File: config.mk
export PLATFORM = sky130hd
export DESIGN_NAME = operand_fetch
export DESIGN_NICKNAME = d
export VERILOG_FILES = /design/src/rtl/operand_fetch.sv
export SDC_FILE = /design/constraint.sdc
export NUM_CORES = 2
export LEC_CHECK = 0
export CAP_MARGIN = 20
export CELL_PAD_IN_SITES_DETAIL_PLACEMENT = 2
export CELL_PAD_IN_SITES_GLOBAL_PLACEMENT = 2
export CORE_MARGIN = 2
export CORE_UTILIZATION = 24
export DETAILED_ROUTE_END_ITERATION = 10
export DONT_BUFFER_PORTS = 1
export HOLD_SLACK_MARGIN = 0.1
export PLACE_DENSITY_LB_ADDON = 0.12
export SLEW_MARGIN = 5
export SYNTH_ARGS = -nofsm -noshare
export SYNTH_HDL_FRONTEND = slang
export SYNTH_SLANG_ARGS = --single-unit
File: constraint.sdc
create_clock -name clk -period 2.9 [get_ports clk]
set_input_delay 0.58 -clock clk [delete_from_list [all_inputs] [get_ports clk]]
set_output_delay 0.58 -clock clk [all_outputs]
set_load 0.05 [all_outputs]
File: src/rtl/operand_fetch.sv
// Operand fetch: register file, busy scoreboard and a registered valid/ready
// output toward execute. Define OPFETCH_BYPASS_EN to forward same-cycle writeback data.
module operand_fetch #(
  parameter int NREG = 32,
  parameter int XLEN = 32,
  parameter int AW   = 5
) (
  input  logic            clk,
  input  logic            rst_n,
  input  logic            in_valid,
  output logic            in_ready,
  input  logic [AW-1:0]   in_rs1,
  input  logic [AW-1:0]   in_rs2,
  input  logic [AW-1:0]   in_rd,
  input  logic            in_regwrite,
  output logic            out_valid,
  input  logic            out_ready,
  output logic [XLEN-1:0] out_rs1_data,
  output logic [XLEN-1:0] out_rs2_data,
  output logic [AW-1:0]   out_rd,
  output logic            out_regwrite,
  input  logic            wb_regwrite,
  input  logic [AW-1:0]   wb_rd,
  input  logic [XLEN-1:0] wb_data
);

  logic [XLEN-1:0] regs [NREG];
  logic [NREG-1:0] busy;
  logic [NREG-1:0] busy_nxt;

  logic            wb_we;
  logic            accept;
  logic            hazard;
  logic            rs1_busy, rs2_busy, rd_busy;
  logic            rs1_fwd, rs2_fwd;
  logic [XLEN-1:0] rs1_val, rs2_val;

  // Index names a real, writable register (not x0, not beyond the file).
  function automatic logic idx_ok(input logic [AW-1:0] idx);
    return (idx != '0) && (int'(idx) < NREG);
  endfunction

  assign wb_we    = wb_regwrite && idx_ok(wb_rd);
  assign in_ready = !hazard && (!out_valid || out_ready);
  assign accept   = in_valid && in_ready;

  always_comb begin
    // NOTE: every always_comb output gets a default first so no latch is inferred.
    rs1_val  = '0;
    rs2_val  = '0;
    rs1_busy = idx_ok(in_rs1) && busy[in_rs1];
    rs2_busy = idx_ok(in_rs2) && busy[in_rs2];
    rd_busy  = in_regwrite && idx_ok(in_rd) && busy[in_rd];
`ifdef OPFETCH_BYPASS_EN
    rs1_fwd  = wb_we && (wb_rd == in_rs1);
    rs2_fwd  = wb_we && (wb_rd == in_rs2);
`else
    rs1_fwd  = 1'b0;
    rs2_fwd  = 1'b0;
`endif
    // WAW is never forgiven by a same-cycle writeback.
    hazard = (rs1_busy && !rs1_fwd) || (rs2_busy && !rs2_fwd) || rd_busy;

    if (rs1_fwd)             rs1_val = wb_data;
    else if (idx_ok(in_rs1)) rs1_val = regs[in_rs1];
    if (rs2_fwd)             rs2_val = wb_data;
    else if (idx_ok(in_rs2)) rs2_val = regs[in_rs2];
  end

  // Clear first so a same-index set in the same cycle wins.
  always_comb begin
    busy_nxt = busy;
    if (wb_we) busy_nxt[wb_rd] = 1'b0;
    if (accept && in_regwrite && idx_ok(in_rd)) busy_nxt[in_rd] = 1'b1;
    busy_nxt[0] = 1'b0;
  end

  always_ff @(posedge clk or negedge rst_n) begin
    if (!rst_n) begin
      busy <= '0;
    end else begin
      // NOTE: sequential state uses non-blocking assignments only.
      busy <= busy_nxt;
    end
  end

  always_ff @(posedge clk or negedge rst_n) begin
    if (!rst_n) begin
      // NOTE: the register file is architecturally cleared on reset, so it is
      // built from flops rather than an unresettable RAM macro.
      for (int i = 0; i < NREG; i++) regs[i] <= '0;
    end else if (wb_we) begin
      regs[wb_rd] <= wb_data;
    end
  end

  always_ff @(posedge clk or negedge rst_n) begin
    if (!rst_n) begin
      out_valid    <= 1'b0;
      out_rs1_data <= '0;
      out_rs2_data <= '0;
      out_rd       <= '0;
      out_regwrite <= 1'b0;
    end else if (accept) begin
      out_valid    <= 1'b1;
      out_rs1_data <= rs1_val;
      out_rs2_data <= rs2_val;
      out_rd       <= in_rd;
      out_regwrite <= in_regwrite;
    end else if (out_ready) begin
      out_valid    <= 1'b0;
    end
  end

endmodule

; Yosys cells after proc, flatten, opt, wreduce, memory -nomap -nowiden
; Cells that the tools add are included.
; W data, S select, Z words.
[op_classes]
n_lt_le_gt_ge = 10
muxes = 25
bitwise_logic = 6
n_reduce_logical = 22
[ops]
columns = cell, count
row1 = $bwmux W1024, 1
row2 = $bmux W32 S5, 2
row3 = $mux W32, 9
row4 = $demux W32 S5, 1
row5 = $and A32 B32 Y32, 1
row6 = $not A32 Y32, 1
row7 = $or A32 B32 Y32, 1
row8 = $lt A5 B6 Y1 const B, 4
row9 = $reduce_bool A5 Y1, 4
row10 = $ge A6 B6 Y1 const B, 3
row11 = $not A5 Y6, 3
row12 = $bmux W1 S5, 3
row13 = $logic_and A1 B1 Y1, 12
row14 = $demux W1 S5, 2
row15 = $ge A5 B1 Y1 const B, 2
row16 = $mux W1, 7
row17 = $lt A6 B1 Y1 const B, 1
row18 = $logic_or A1 B1 Y1, 3
row19 = $logic_not A1 Y1, 2
row20 = $reduce_bool A2 Y1, 1
[word_totals]
ff_bits = 1126
input_bits = 58
wordCells = 101

; Logic depth before layout (Yosys ltp)
[logic_depth]
word_depth = 11
ltp_mapped = 10
ltp_nobuf = 6

; Worst setup path before layout
; Ideal clock, no wire load.
[synth_path]
kind = in2reg
startpoint = input in_rs1[0]
endpoint = register out_rs1_data[0]
setup_ns = 0.127
arrival_ns = 2.991
required_time_ns = 2.773
slack_ns = -0.218
cell_stages = 8
path_buffers = 3
cell_sequence = clkbuf_1 -> buf_4 -> buf_1 -> mux4_2 -> mux4_2 -> mux2i_1 -> nor2_1 -> mux2_1
[synth_between]
elab_chain_cells = 8
[synth_lines]
columns = element, line_no
row1 = start: declaration, 12  ; input logic [AW-1:0] in_rs1,
row2 = $bmux W1 S5, 51  ; rs1_busy = idx_ok(in_rs1) && busy[in_rs1];
row3 = $mux W1 (implied by the code), 51
row4 = $logic_and A1 B1 Y1, 51
row5 = $logic_or A1 B1 Y1 (2 in a row), 62  ; hazard = (rs1_busy && !rs1_fwd) || (rs2_busy && !rs2_fwd) || rd_busy;
row6 = $logic_not A1 Y1, 44  ; assign in_ready = !hazard && (!out_valid || out_ready);
row7 = $logic_and A1 B1 Y1, 44
row8 = $logic_and A1 B1 Y1, 45  ; assign accept = in_valid && in_ready;
row9 = end signal: assignment, 106  ; out_rs1_data <= rs1_val;
row10 = end: declaration, 18  ; output logic [XLEN-1:0] out_rs1_data,
; Several ways; a longest one is shown, not always the timed one. The select of a mux whose other input is x is not followed.
; A chain may end at the register's enable or synchronous reset.

; Worst setup path after layout
[layout_path]
startpoint = register busy[3]
endpoint = output in_ready
[layout_between]
elab_chain_cells = 7
[layout_lines]
columns = element, line_no
row1 = start: declaration, 28  ; logic [NREG-1:0] busy;
row2 = start signal: assignment, 83  ; busy <= busy_nxt;
row3 = "$bmux W1 S5, on equally long branches", "51, 52"
row4 = "$mux W1, on equally long branches", "51, 52"
row5 = "$logic_and A1 B1 Y1, on equally long branches", "51, 52"
row6 = $logic_or A1 B1 Y1, 62
row7 = $logic_or A1 B1 Y1 *, 62
row8 = $logic_not A1 Y1 *, 44
row9 = $logic_and A1 B1 Y1 *, 44
row10 = end: declaration, 11  ; output logic in_ready,
; Every way passes the cells marked *; elsewhere a longest branch is shown, timed or not. The select of a mux whose other input is x is not followed.

==> metrics <==
HP Class=input pin to asynchronous set/reset pin; register area share after synthesis=47.9%; die area=249000 um^2; R2R depth=8; Min Clock Period, post-route=3.38 ns; Clock Skews=0.0243 ns; Worst Setup SP=busy[3]$_DFF_PN0_; max-slew violations=26; Clk Latency, worst-skew pair=0.80 ns; critical path fanouts, max=2; Max Cap Viol=0; Core Rows=181; via count=34.3k; violated checks=negative hold slack, max-slew violations, negative setup slack; htree depth=4; CTS Sinks=1126; RSZ-0062 raised after global routing=true; number of cells on the critical path=6; headroom to the max-slew limit=-4.01%; CP max stage cell=a2111oi_0; GPL Wtd Cong=0.678; Mapped Area=58800 um^2; most frequent cells in the layout=dfrtp_1 (1126), mux2_2 (1017), mux4_2 (658); Die X=499 um; number of top-level pins=130; total track usage=17.8%; Setup crit end=in_ready; slack of the critical path=-0.480 ns; Place WS=-0.699 ns; initial antenna violation count=9; crit path DAT=2.80 ns; Final setup viols=1; Reg2Reg Launch Point=busy[3]$_DFF_PN0_; Pwr Density=739 nW/um^2; Hold Vio Cnt, Final=100; CTS Buffer Depth=3; Layout area overhead=18.0%; kind of end point of the critical path=output pin; EDFF count, synth=0; fin nets=3579; vias per cell=5.01; Startpoint Class=flop; Core Util, Final=28.5%; Pleak=0.0290 uW; Clk pin slew, worst setup/hold paths=0.05 ns; Avg Inst Size Synth=16.5 um^2; CTS tree=yes; status=complete, but fails checks; Critical Path, Cell by Cell=mux2_2 -> a2111oi_0 -> or4_1 -> o221ai_2 -> and3b_2 -> buf_12; Design Power=51300 uW; Slew @ Worst Pin=1.56 ns; Post-route DRC=0; most common cell after layout, fill and taps aside=dfrtp_1; core area=243000 um^2; global-route wire length before repair=317 mm; Syn. warnings=0; Die H=499 um; Peak VDD IR=0.432 mV; flip-flop and latch count after synthesis=1126; placed cells=6463; vias in the first global route=38.8k; port buffer count=0; worst path bufs/invs=1; total wire length=220 mm; Worst R2R End=out_rs1_data[15]$_DFFE_PN0P_; total iterations of the first detailed-routing run=4; cells after synthesis=3556; largest stage delay on the critical path=0.59 ns; Initial Utilization=24.2%; Post-synth ARST share=100%; post-DP HPWL=112 mm; share of layout cells above drive strength 1=58.9%; Top FF cell, synth=dfrtp_1; WL/cell=32.2 um; Yosys cell types=45; worst hold margin=-0.132 ns; CP delay by family, top=compound AO/OA/AOI/OAI gates; WP data required=2.32 ns; Crit Path Class=flop to output pin; crit share post-route=117%; DRT antenna net count=0; largest net degree at the start of global routing=269; clock buffer count from CTS=148; GRT overflow=0; DR iter-0 viols=1515; Final Instance Count excl. Fillers=6840; fmax=0.296 GHz; r2r setup slk=0.12 ns; total nets after synthesis=3614; Root Buffer=clkbuf_16
## worst reg2reg max path, stage by stage (launching register included)
cell and delay, ns:
dfrtp_1 0.38, mux2_2 0.27, a2111oi_0 0.59, or4_1 0.22, o221ai_2 0.10, and4bb_4 0.36, buf_12 0.17, buf_12 0.21
mux2_2 0.38
## registers in the layout, summed over array words and instances (netlist names)
register and cells:
out_rd 5, out_regwrite 1, busy 31, out_rs2_data 32, regs 1024, out_rs1_data 32, out_valid 1
## where the power goes
part / total, uW / switching, uW / internal, uW / leakage [uW]
registers: 22900 / 4020 / 18900 / 0.0145
logic: 9240 / 2990 / 6250 / 0.0120
clock network: 19100 / 7580 / 11500 / 0.00246
## metrics by stage
step                instance area (um^2)  TNS [ns]
CTS                                69200     -5.78
finish                             69400    -0.480
floorplan                          59000  -0.00121
global route                       69400    -0.593
detailed placement                 62900   -164.46
global placement                   62900   -168.76
## routing by layer
metal	global-route usage, %	vias up	share of wire, %
li1	-	13809	-
met1	25.1	19672	47
met2	28.5	518	47
met3	2.65	250	3.0
met4	4.91	4	2.5
met5	0	-	0.0095
## how the worst min path moves through the flow
stage | start | endpoint | depth (start not counted)
detailed placement | rst_n | out_rd[1]$_DFFE_PN0P_ | 0
finish | rst_n | regs[1016]$_DFFE_PN0P_ | 2
global route | rst_n | out_rs2_data[24]$_DFFE_PN0P_ | 2
floorplan | rst_n | busy[10]$_DFF_PN0_ | 0
CTS | rst_n | out_rs2_data[28]$_DFFE_PN0P_ | 2
global placement | rst_n | out_rd[3]$_DFFE_PN0P_ | 0
## Yosys cell counts (4+ instances only)
master,number,area (um^2)
buf_12,4,80.1
dfrtp_1,1126,28200
nand2b_1,6,37.5
buf_4,8,60.1
mux2i_1,74,741
mux2_2,1017,11500
nor3_1,6,30.0
and3b_1,5,43.8
buf_1,64,240
o22ai_1,4,25.0
buf_2,58,290
mux2_1,8,90.1
inv_1,18,67.6
or3_1,4,25.0
mux4_2,658,14800
clkbuf_1,278,1040
a32o_1,31,310
nand2_1,20,75.1
nor2_1,85,319
mux2_4,40,601
## logic make-up (layout without fill, tap and decap cells)
| family | Yosys count | count (layout) | synth area share, % |
|---|---|---|---|
| other | 0 | 2 | 0 |
| buffers and inverters | 432 | 512 | 3.07 |
| and+or+nand+nor | 151 | 151 | 1.21 |
| muxes | 1797 | 1797 | 47.1 |
| AOI/OAI and AO/OA | 50 | 50 | 0.757 |
| DFF | 1126 | 1126 | 47.9 |
## timing repair
action,in CTS,in global routing
buffers inserted,2,0
resized for setup,2,1
hold buffers,98,1
gates cloned,0,2
hold endpoints to repair,1383,71
setup endpoints to repair,1,153
pin swaps,1,0
## final cells by class
cell class / count / area (um^2)
repair buffers: 229 / 3060
inverters: 18 / 67.6
clock buffers: 228 / 4490
flip-flops and latches: 1126 / 28200
fillers: 24504 / 174000
clock inverters: 37 / 502
multi-input cells: 1998 / 29100
diodes: 2 / 5.00
well taps: 3202 / 4010
(Power assumes the default switching activity.)
